File: config.mk
export PLATFORM = sky130hd
export DESIGN_NAME = mgmt_hub_flat
export DESIGN_NICKNAME = d
export VERILOG_FILES = /design/src/rtl/mgmt_hub_if.sv /design/src/rtl/mgmt_hub.sv /design/src/flat_wrapper.sv
export SDC_FILE = /design/constraint.sdc
export NUM_CORES = 1
export LEC_CHECK = 0
export BUFFER_PORTS_ARGS = -buffer_cell sky130_fd_sc_hd__buf_2
export CORE_AREA = 2 2 135 137
export CTS_BUF_LIST = sky130_fd_sc_hd__clkbuf_4 sky130_fd_sc_hd__clkbuf_8 sky130_fd_sc_hd__clkbuf_16
export CTS_CLUSTER_SIZE = 8
export DETAILED_ROUTE_END_ITERATION = 7
export DIE_AREA = 0 0 137 139
export PLACE_DENSITY = 0.79
export SLEW_MARGIN = 30
export SYNTH_ARGS = -nofsm -noshare
export SYNTH_HDL_FRONTEND = slang
export SYNTH_SLANG_ARGS = --single-unit
File: constraint.sdc
create_clock -name clk -period 3.3 [get_ports clk]
set_clock_uncertainty 0.15 [all_clocks]
set_input_delay 0.825 -clock clk [delete_from_list [all_inputs] [get_ports clk]]
set_output_delay 0.825 -clock clk [all_outputs]
set_load 0.005 [all_outputs]
File: src/rtl/mgmt_hub_if.sv
// rtl/mgmt_hub_if.sv - management bus and slave fan-out interfaces for mgmt_hub
`timescale 1ns/1ps

interface mgmt_hub_if;
    logic        mgmt_req;
    logic [31:0] mgmt_adr;
    logic        mgmt_rwn;
    logic [1:0]  mgmt_wen;
    logic [31:0] mgmt_txd;
    logic        mgmt_ack;
    logic        mgmt_rxe;
    logic [31:0] mgmt_rxd;

    modport master (
        output mgmt_req, mgmt_adr, mgmt_rwn, mgmt_wen, mgmt_txd,
        input  mgmt_ack, mgmt_rxe, mgmt_rxd
    );

    modport slave (
        input  mgmt_req, mgmt_adr, mgmt_rwn, mgmt_wen, mgmt_txd,
        output mgmt_ack, mgmt_rxe, mgmt_rxd
    );
endinterface

interface mgmt_slv_if #(
    parameter int N_SLAVES = 5
);
    logic [N_SLAVES-1:0]    s_req;
    logic [31:0]            s_adr;
    logic                   s_rwn;
    logic [1:0]             s_wen;
    logic [31:0]            s_txd;
    logic [N_SLAVES-1:0]    s_ack;
    logic [N_SLAVES-1:0]    s_rxe;
    logic [32*N_SLAVES-1:0] s_rxd;

    modport master (
        output s_req, s_adr, s_rwn, s_wen, s_txd,
        input  s_ack, s_rxe, s_rxd
    );

    modport slave (
        input  s_req, s_adr, s_rwn, s_wen, s_txd,
        output s_ack, s_rxe, s_rxd
    );
endinterface

File: src/rtl/mgmt_hub.sv
// rtl/mgmt_hub.sv - single-master management hub with decode, timeout and sticky error flags
`timescale 1ns/1ps

module mgmt_hub #(
    parameter int          N_SLAVES = 5,
    parameter int          SEL_LO   = 8,
    parameter int          SEL_W    = 3,
    parameter int          TIMEOUT  = 255,
    parameter logic [31:0] ERR_DATA = 32'hDEADBEEF
) (
    input  logic       clk,
    input  logic       rst,
    mgmt_hub_if.slave  m,
    mgmt_slv_if.master s,
    input  logic       err_clr,
    output logic [2:0] err_flags,
    output logic       busy
);

    typedef enum logic [1:0] {
        IDLE     = 2'd0,
        WAIT_ACK = 2'd1,
        WAIT_RD  = 2'd2,
        ERR      = 2'd3
    } state_t;

    state_t              state;
    logic [15:0]         cnt;
    logic [N_SLAVES-1:0] sel_oh;

    logic [SEL_W-1:0]    sel;
    logic [N_SLAVES-1:0] dec_oh;
    logic                mapped;
    logic [31:0]         rxd_sel;
    logic                ack_hit;
    logic                rxe_hit;
    logic                expired;
    logic                to_fire;
    logic                stray;
    logic [2:0]          err_set;

    assign sel     = m.mgmt_adr[SEL_LO +: SEL_W];
    assign ack_hit = |(s.s_ack & sel_oh);
    assign rxe_hit = |(s.s_rxe & sel_oh);
    // Compare with >= so that a read acked on the very last allowed cycle,
    // whose counter has already moved past TIMEOUT, still expires in WAIT_RD.
    assign expired = (cnt >= 16'(TIMEOUT));
    assign to_fire = ((state == WAIT_ACK) && !ack_hit && expired) ||
                     ((state == WAIT_RD)  && !rxe_hit && expired);
    assign err_set = {stray, (state == ERR), to_fire};
    assign busy    = (state != IDLE);

    // Decode the select field of the incoming address into a one-hot slave request.
    always_comb begin
        dec_oh = '0;
        mapped = 1'b0;
        for (int i = 0; i < N_SLAVES; i++) begin
            if (sel == SEL_W'(i)) begin
                dec_oh[i] = 1'b1;
                mapped    = 1'b1;
            end
        end
    end

    // Pick the read data lane of the slave that owns the current transaction.
    always_comb begin
        rxd_sel = '0;
        for (int i = 0; i < N_SLAVES; i++) begin
            if (sel_oh[i]) begin
                rxd_sel = s.s_rxd[32*i +: 32];
            end
        end
    end

    // Flag slave pulses that nobody is waiting for: wrong slave, wrong phase, or after a timeout.
    always_comb begin
        stray = 1'b0;
        case (state)
            IDLE, ERR: stray = (|s.s_ack) || (|s.s_rxe);
            WAIT_ACK:  stray = |((s.s_ack | s.s_rxe) & ~sel_oh);
            WAIT_RD:   stray = (|s.s_ack) || (|(s.s_rxe & ~sel_oh));
            default:   stray = 1'b0;
        endcase
    end

    // Transaction FSM with registered master responses, slave requests and sticky flags.
    always_ff @(posedge clk) begin
        if (rst) begin
            state      <= IDLE;
            cnt        <= '0;
            sel_oh     <= '0;
            m.mgmt_ack <= 1'b0;
            m.mgmt_rxe <= 1'b0;
            m.mgmt_rxd <= '0;
            s.s_req    <= '0;
            s.s_adr    <= '0;
            s.s_rwn    <= 1'b0;
            s.s_wen    <= '0;
            s.s_txd    <= '0;
            err_flags  <= '0;
        end else begin
            m.mgmt_ack <= 1'b0;
            m.mgmt_rxe <= 1'b0;
            m.mgmt_rxd <= '0;
            err_flags  <= (err_clr ? 3'b000 : err_flags) | err_set;

            case (state)
                IDLE: begin
                    // The ack cycle still sees the old request; do not take it twice.
                    if (m.mgmt_req && !m.mgmt_ack) begin
                        s.s_adr <= m.mgmt_adr;
                        s.s_rwn <= m.mgmt_rwn;
                        s.s_wen <= m.mgmt_wen;
                        s.s_txd <= m.mgmt_txd;
                        cnt     <= '0;
                        sel_oh  <= dec_oh;
                        if (mapped) begin
                            s.s_req <= dec_oh;
                            state   <= WAIT_ACK;
                        end else begin
                            state   <= ERR;
                        end
                    end
                end

                WAIT_ACK: begin
                    cnt <= (cnt == 16'hFFFF) ? cnt : cnt + 16'd1;
                    if (ack_hit) begin
                        s.s_req    <= '0;
                        m.mgmt_ack <= 1'b1;
                        if (!s.s_rwn) begin
                            state <= IDLE;
                        end else if (rxe_hit) begin
                            m.mgmt_rxe <= 1'b1;
                            m.mgmt_rxd <= rxd_sel;
                            state      <= IDLE;
                        end else begin
                            state <= WAIT_RD;
                        end
                    end else if (expired) begin
                        s.s_req    <= '0;
                        m.mgmt_ack <= 1'b1;
                        if (s.s_rwn) begin
                            m.mgmt_rxe <= 1'b1;
                            m.mgmt_rxd <= ERR_DATA;
                        end
                        state <= IDLE;
                    end
                end

                WAIT_RD: begin
                    cnt <= (cnt == 16'hFFFF) ? cnt : cnt + 16'd1;
                    if (rxe_hit) begin
                        m.mgmt_rxe <= 1'b1;
                        m.mgmt_rxd <= rxd_sel;
                        state      <= IDLE;
                    end else if (expired) begin
                        m.mgmt_rxe <= 1'b1;
                        m.mgmt_rxd <= ERR_DATA;
                        state      <= IDLE;
                    end
                end

                ERR: begin
                    m.mgmt_ack <= 1'b1;
                    if (s.s_rwn) begin
                        m.mgmt_rxe <= 1'b1;
                        m.mgmt_rxd <= ERR_DATA;
                    end
                    state <= IDLE;
                end

                default: state <= IDLE;
            endcase
        end
    end

endmodule

File: src/flat_wrapper.sv
// flat-port wrapper written by rule: the top's interface ports become plain ports
module mgmt_hub_flat 
#(
    parameter int          N_SLAVES = 5,
    parameter int          SEL_LO   = 8,
    parameter int          SEL_W    = 3,
    parameter int          TIMEOUT  = 255,
    parameter logic [31:0] ERR_DATA = 32'hDEADBEEF
)
  (clk, rst, err_clr, err_flags, busy, m_mgmt_req, m_mgmt_adr, m_mgmt_rwn, m_mgmt_wen, m_mgmt_txd, m_mgmt_ack, m_mgmt_rxe, m_mgmt_rxd, s_s_req, s_s_adr, s_s_rwn, s_s_wen, s_s_txd, s_s_ack, s_s_rxe, s_s_rxd);
  mgmt_hub_if m_i ();
  mgmt_slv_if #(.N_SLAVES(N_SLAVES)) s_i ();
  input  logic clk;
  input  logic rst;
  input  logic err_clr;
  output logic [2:0] err_flags;
  output logic busy;
  input wire logic [$bits(m_i.mgmt_req)-1:0] m_mgmt_req;
  input wire logic [$bits(m_i.mgmt_adr)-1:0] m_mgmt_adr;
  input wire logic [$bits(m_i.mgmt_rwn)-1:0] m_mgmt_rwn;
  input wire logic [$bits(m_i.mgmt_wen)-1:0] m_mgmt_wen;
  input wire logic [$bits(m_i.mgmt_txd)-1:0] m_mgmt_txd;
  output wire logic [$bits(m_i.mgmt_ack)-1:0] m_mgmt_ack;
  output wire logic [$bits(m_i.mgmt_rxe)-1:0] m_mgmt_rxe;
  output wire logic [$bits(m_i.mgmt_rxd)-1:0] m_mgmt_rxd;
  output wire logic [$bits(s_i.s_req)-1:0] s_s_req;
  output wire logic [$bits(s_i.s_adr)-1:0] s_s_adr;
  output wire logic [$bits(s_i.s_rwn)-1:0] s_s_rwn;
  output wire logic [$bits(s_i.s_wen)-1:0] s_s_wen;
  output wire logic [$bits(s_i.s_txd)-1:0] s_s_txd;
  input wire logic [$bits(s_i.s_ack)-1:0] s_s_ack;
  input wire logic [$bits(s_i.s_rxe)-1:0] s_s_rxe;
  input wire logic [$bits(s_i.s_rxd)-1:0] s_s_rxd;
  assign m_i.mgmt_req = m_mgmt_req;
  assign m_i.mgmt_adr = m_mgmt_adr;
  assign m_i.mgmt_rwn = m_mgmt_rwn;
  assign m_i.mgmt_wen = m_mgmt_wen;
  assign m_i.mgmt_txd = m_mgmt_txd;
  assign m_mgmt_ack = m_i.mgmt_ack;
  assign m_mgmt_rxe = m_i.mgmt_rxe;
  assign m_mgmt_rxd = m_i.mgmt_rxd;
  assign s_s_req = s_i.s_req;
  assign s_s_adr = s_i.s_adr;
  assign s_s_rwn = s_i.s_rwn;
  assign s_s_wen = s_i.s_wen;
  assign s_s_txd = s_i.s_txd;
  assign s_i.s_ack = s_s_ack;
  assign s_i.s_rxe = s_s_rxe;
  assign s_i.s_rxd = s_s_rxd;
  mgmt_hub #(.N_SLAVES(N_SLAVES), .SEL_LO(SEL_LO), .SEL_W(SEL_W), .TIMEOUT(TIMEOUT), .ERR_DATA(ERR_DATA)) u_core (.clk(clk), .rst(rst), .m(m_i), .s(s_i), .err_clr(err_clr), .err_flags(err_flags), .busy(busy));
endmodule
# --- Yosys cells after proc, flatten, opt, wreduce, memory -nomap -nowiden ---
# Cells that the tools add are included.
totals:
  register_bits: 132
  latchBits: 0
  ramBits: 0
  rom_bits: 0
  input_bits: 241
  output_inout_bits: 110
  wordCells: 110
  memories: 0
classes:
  n_addsub: 1
  mul: 0
  div_mod_pow: 0
  n_lt_le_gt_ge: 1
  n_eq_ne: 12
  n_shift: 0
  n_mux: 50
  bitwise: 7
  n_reduce_logical: 27
ops:
  columns: ["op", "n"]
  rows:
  - ["$mux W32", 12]
  - ["$pmux W32 S3", 1]
  - ["$mux W16", 2]
  - ["$pmux W16 S2", 1]
  - ["$reduce_or A5 Y1", 6]
  - ["$and A5 B5 Y5", 4]
  - ["$mux W5", 4]
  - ["$mux W1", 17]
  - ["$add A16 B1 Y16 const B", 1]
  - ["$eq A16 B16 Y1 const B", 1]
  - ["$ge A16 B8 Y1 const B", 1]
  - ["$mux W2", 7]
  - ["$pmux W5 S2", 1]
  - ["$pmux W2 S4", 1]
  - ["$eq A3 B2 Y1 const B", 2]
  - ["$pmux W1 S3", 2]
  - ["$reduce_bool A2 Y1", 3]
  - ["$logic_and A1 B1 Y1", 5]
  - ["$not A5 Y5", 1]
  - ["$or A5 B5 Y5", 1]
  - ["$eq A2 B2 Y1 const B", 2]
  - ["$ne A2 B1 Y1 const B", 2]
  - ["$reduce_and A4 Y1", 1]
  - ["$reduce_or A2 Y1", 2]
  - ["other kinds (14)", 18]

# --- Longest topological paths before layout ---
logic_depth:
  ltp_word: 9
  depth_mapped: 8
  mapped_depth_nobuf: 7

# --- Worst setup path before layout ---
# OpenSTA, ideal clock, no wires.
synth_path:
  path_type: "input port to flip-flop"
  from: "in s_s_ack[1]"
  to: "reg u_core.err_flags[2]"
  setup_time_ns: 0.132
  arrival_time_ns: 1.937
  required_time_ns: 3.018
  slack_ns: 1.081
  cell_stages: 4
  n_path_buf: 0
  path_cell_list: "or4_1 or4_1 o41ai_1 a21oi_1"
synth_via:
  elab_chain_cells: 5
synth_rtl:
  columns: ["item", "line", "source"]
  rows:
  - ["start, declared", "flat_wrapper.sv:31", "input wire logic [$bits(s_i.s_ack)-1:0] s_s_ack;"]
  - ["$or A5 B5 Y5", "mgmt_hub.sv:80", "WAIT_ACK: stray = |((s.s_ack | s.s_rxe) & ~sel_oh);"]
  - ["$and A5 B5 Y5", "mgmt_hub.sv:80", null]
  - ["$reduce_or A5 Y1", "mgmt_hub.sv:80", null]
  - ["$pmux W1 S3 *", "mgmt_hub.sv:78", "case (state)"]
  - ["$or A3 B3 Y3 *", "mgmt_hub.sv:105", "err_flags <= (err_clr ? 3'b000 : err_flags) | err_set;"]
  - ["end signal, assigned", "mgmt_hub.sv:105", null]
  - ["end, declared", "mgmt_hub.sv:16", "output logic [2:0] err_flags,"]
# Every way passes the cells marked *; elsewhere a longest branch is shown, timed or not.
# A chain may end at the register's enable or synchronous reset.

# --- Final worst setup path ---
layout_path:
  from: "reg u_core.state[1]"
  to: "out busy"
layout_via:
  elab_chain_cells: 1
layout_rtl:
  columns: ["item", "line", "source"]
  rows:
  - ["start, declared", "mgmt_hub.sv:27", "state_t state;"]
  - ["start signal, assigned", "mgmt_hub.sv:89", "state <= IDLE;"]
  - ["start signal, assigned", "mgmt_hub.sv:119", "state <= WAIT_ACK;"]
  - ["start signal, assigned", "mgmt_hub.sv:121", "state <= ERR;"]
  - ["$reduce_bool A2 Y1", "mgmt_hub.sv:51", "assign busy = (state != IDLE);"]
  - ["end, declared", "flat_wrapper.sv:17", "output logic busy;"]
# No other way between the ends.

==> impl_results.md <==
* Switching portion of total power at 0.350
* CTS H-tree lvls at 4
* Fraction of registers with async set or reset after synthesis at 0
* Number of buffers added to fix hold violations after cts at 0
* Number of enable-type register cells in the synthesized netlist at 0
* Total number of vias at ~7300
* Ports placed on the boundary at 351
* Number of placed cells counting well taps at ~1300
* Clock latency on the worst-skew pair at between 0.4 and 0.5 ns
* Count of antenna-violating nets left after detailed routing at 0
* Final critical-path setup slack at a little under 0.8 ns
* Slew Limit Headroom at 0.416
* Share of the clock period used by the worst path at 0.761
* Synthesized net count at ~1100
* Required time worst endpoint at about 2.3 ns
* Cell internal pwr at around 3.6 mW
* Pwr/cell area at approximately 610 nW/um^2
* Post-route DRC at 0
* Final weighted congestion in routability-driven placement at approximately 0.92
* End of the critical path: busy
* Post-synthesis instance total at approximately 800
* Number of placement rows at 49
* Number of slew-limit violations in the final report at 0
* Clock tree from TritonCTS: built
* Crit path arrival time at approximately 1.5 ns
* Total length of routed wires at around 24 mm
* Register Area at ~2600 um^2
* Max Fanout on Critical Path at 5
* Worst setup timing slack at the placement stage at ~0.60 ns
* Starting density of the core at 0.368
* Post-DR vias/cell at roughly 5.3
* Worst Path Class, Setup: reg2out
* Final hold viol count at 0
* Overall overflow remaining after global route at 0
* Wire per inst at 17.5 um
* Floorplan core area at between 15000 and 20000 um^2
* Setup TNS at 0 ns
* Die boundary height at ~140 um
* Synthesized cell area at about 6500 um^2
* Achievable Freq at between 300 and 400 MHz
* Crit Reg-Reg Startpoint: u_core.sel_oh[0]
* Total net switching power at ~1.9 mW
* Filler cell count at 1721
* Kind of capture point of the worst setup path: output port
* Area added between synthesis and finish at 37.9%
* Share of final-layout standard cells stronger than drive strength 1 at 0.369
* CTS clk-pin slew, worst paths at ~0.06 ns
* Syn_area_per_cell at roughly 8.0 um^2
* Number of clock buffers inserted by TritonCTS at 17
* GRT Total Usage at 0.242
* Routed wire length on met3 at 2.21 mm
* Number of DRC markers in iteration 0 at 443
* Hold crit path type: reg2reg
* Least-Margin Pin Slew at ~0.88 ns
* Topmost layer with routed signal wires: met5
* Combinational group share of total power at 0.286
* Count of cells resized by post-cts repair at 0
* Yosys Warn Count at 0
* Cell depth of the worst flop-to-flop path at 6
* Final setup violating endpoints at 0
* Number of max-cap violations at 0
* Number of iterations in the first detailed-routing pass at 5
* Primary flip-flop cell chosen by synthesis mapping: sky130_fd_sc_hd__dfxtp_1
* Sequential area share after synthesis at 0.406
* Final Critical Period at 2.51 ns
* Flip-flop and latch count after synthesis at 132
* Clock root buffer: sky130_fd_sc_hd__clkbuf_16
* Antenna violations before repair at 3
* Multi-input combinational cell area at about 3400 um^2
* CP startpoint: u_core.state[1]
* Power share of the clock group at 0.367
* Run status: completed
* Setup repair after global routing missed its margin: false
* Kind of launch point of the worst setup path: flip-flop
* Via count of the first global-routing pass at approximately 7000
* Die outline width at 137 um
* Leakage at between 4 and 5 nW
* # Post-CTS Setup Buffers at 0
* Number of standard cells in the final layout excluding fillers at 1374
* VDD IR-drop max at about 0.00036 V
* WL met2 at about 12 mm
* Net count reported at finish at between 1000 and 1500
* IO buf count at 350
* TritonCTS Sinks at around 130
* Largest net degree at the start of global routing at between 70 and 80
* Dpl hpwl at roughly 18 mm
* Die footprint at between 15000 and 20000 um^2
* Count of cell types in the netlist at 66
* Fraction of power consumed by sequential logic at 0.347
* Setup slack, reg-to-reg at a little over 0.9 ns
* Wire length of the first global-routing pass at about 36 mm
* Routed length on met1 at 9.19 mm
* Endpoint of the worst-slack reg-to-reg timing path: u_core.m.mgmt_rxd[10]
* Max Root-Sink Buffers at 2
==> placed cells by master (no fill, tap or decap), types with 5 or more instances in the layout <==
cell	count
sky130_fd_sc_hd__buf_4	14
sky130_fd_sc_hd__clkbuf_16	17
sky130_fd_sc_hd__nand2b_1	5
sky130_fd_sc_hd__nand2_1	156
sky130_fd_sc_hd__nor2_1	59
sky130_fd_sc_hd__a21oi_1	113
sky130_fd_sc_hd__a22oi_1	28
sky130_fd_sc_hd__nand3_1	5
sky130_fd_sc_hd__o22ai_1	25
sky130_fd_sc_hd__inv_1	31
sky130_fd_sc_hd__inv_8	6
sky130_fd_sc_hd__buf_2	350
sky130_fd_sc_hd__a211o_1	8
sky130_fd_sc_hd__nor2b_1	25
sky130_fd_sc_hd__o211ai_1	5
sky130_fd_sc_hd__ha_1	6
sky130_fd_sc_hd__a221oi_1	41
sky130_fd_sc_hd__xor2_1	11
sky130_fd_sc_hd__dfxtp_1	130
sky130_fd_sc_hd__o31ai_1	24
==> layout make-up <==
type	instances	area share
Sequential cell	132	0.295
Clock buffer	17	0.0474
Antenna cell	2	0.000558
Tap cell	229	0.0320
Clock inverter	15	0.0226
Multi-Input combinational cell	583	0.380
Inverter	31	0.0130
Timing Repair Buffer	365	0.209
==> logic make-up (layout without fill, tap and decap cells) <==
logic type      Yosys count  count (layout)  synth area share
simple gates            288             288             0.200
compound gates          275             275             0.292
flops                   132             132             0.406
buf+inv                 100             428            0.0702
xor+xnor                 12              12            0.0162
fa+ha+maj                 6               6            0.0115
mux                       2               2           0.00327
other cells               0               2                 0
==> metrics by stage <==
step	utilization	total power, mW	cell area, um^2	hold WS [ns]
3_5_place_dp	0.472	3.52	8330	0.293
2_1_floorplan	-	2.90	6500	0.303
3_3_place_gp	0.472	3.49	8330	0.288
6_report	0.508	5.51	8970	0.299
4_1_cts	0.508	5.56	8960	0.303
5_1_grt	0.508	5.82	8960	0.323
==> per-layer routing <==
metal	up-vias	track usage
met3	53	0.0819
met4	2	0.111
met2	335	0.411
li1	3551	-
met1	3346	0.270
met5	-	0
==> sequential cells by signal, indices dropped and copies added (netlist names) <==
name,flops
u_core.m.mgmt_rxd,32
u_core.s.s_wen,2
u_core.cnt,16
u_core.m.mgmt_ack,1
u_core.s.s_adr,32
u_core.m.mgmt_rxe,1
u_core.s.s_rwn,1
u_core.s.s_req,5
u_core.err_flags,3
u_core.s.s_txd,32
u_core.sel_oh,5
u_core.state,2
==> cells in the mapped netlist (11+ instances only) <==
cell type / instances / area [um^2]
sky130_fd_sc_hd__clkbuf_1: 41 / 154
sky130_fd_sc_hd__nor2b_1: 26 / 163
sky130_fd_sc_hd__dfxtp_1: 132 / 2640
sky130_fd_sc_hd__buf_2: 16 / 80.1
sky130_fd_sc_hd__xor2_1: 11 / 96.3
sky130_fd_sc_hd__o31ai_1: 24 / 180
sky130_fd_sc_hd__o22ai_1: 25 / 156
sky130_fd_sc_hd__inv_1: 31 / 116
sky130_fd_sc_hd__nand2_1: 156 / 586
sky130_fd_sc_hd__a21oi_1: 113 / 566
sky130_fd_sc_hd__a22oi_1: 28 / 210
sky130_fd_sc_hd__a221oi_1: 41 / 359
sky130_fd_sc_hd__nor2_1: 59 / 221
==> worst min path at each step <==
| stage | from | endpoint | cells past startpoint |
|---|---|---|---|
| 2_1_floorplan | u_core.s.s_adr[0] | u_core.s.s_adr[0] | 2 |
| 3_5_place_dp | u_core.s.s_adr[22] | u_core.s.s_adr[22] | 2 |
| 3_3_place_gp | u_core.s.s_adr[22] | u_core.s.s_adr[22] | 2 |
| 6_report | u_core.s.s_adr[22] | u_core.s.s_adr[22] | 2 |
| 4_1_cts | u_core.s.s_adr[22] | u_core.s.s_adr[22] | 2 |
| 5_1_grt | u_core.s.s_txd[5] | u_core.s.s_txd[5] | 2 |
==> critical path, stage by stage (launching register included) <==
cell,delay (ns)
sky130_fd_sc_hd__dfxtp_1,0.35
sky130_fd_sc_hd__inv_1,0.14
sky130_fd_sc_hd__ha_1,0.35
sky130_fd_sc_hd__inv_1,0.13
sky130_fd_sc_hd__buf_2,0.16
==> power groups by stage <==
stage	Combinational [mW]	Clock [mW]	Sequential (mW)
2_1_floorplan	0.952	0	1.95
6_report	1.58	2.02	1.91
3_3_place_gp	1.55	0	1.93
3_5_place_dp	1.58	0	1.94
5_1_grt	1.77	2.12	1.93
4_1_cts	1.58	2.06	1.91
Note: power is estimated with default switching activity, not from simulation.
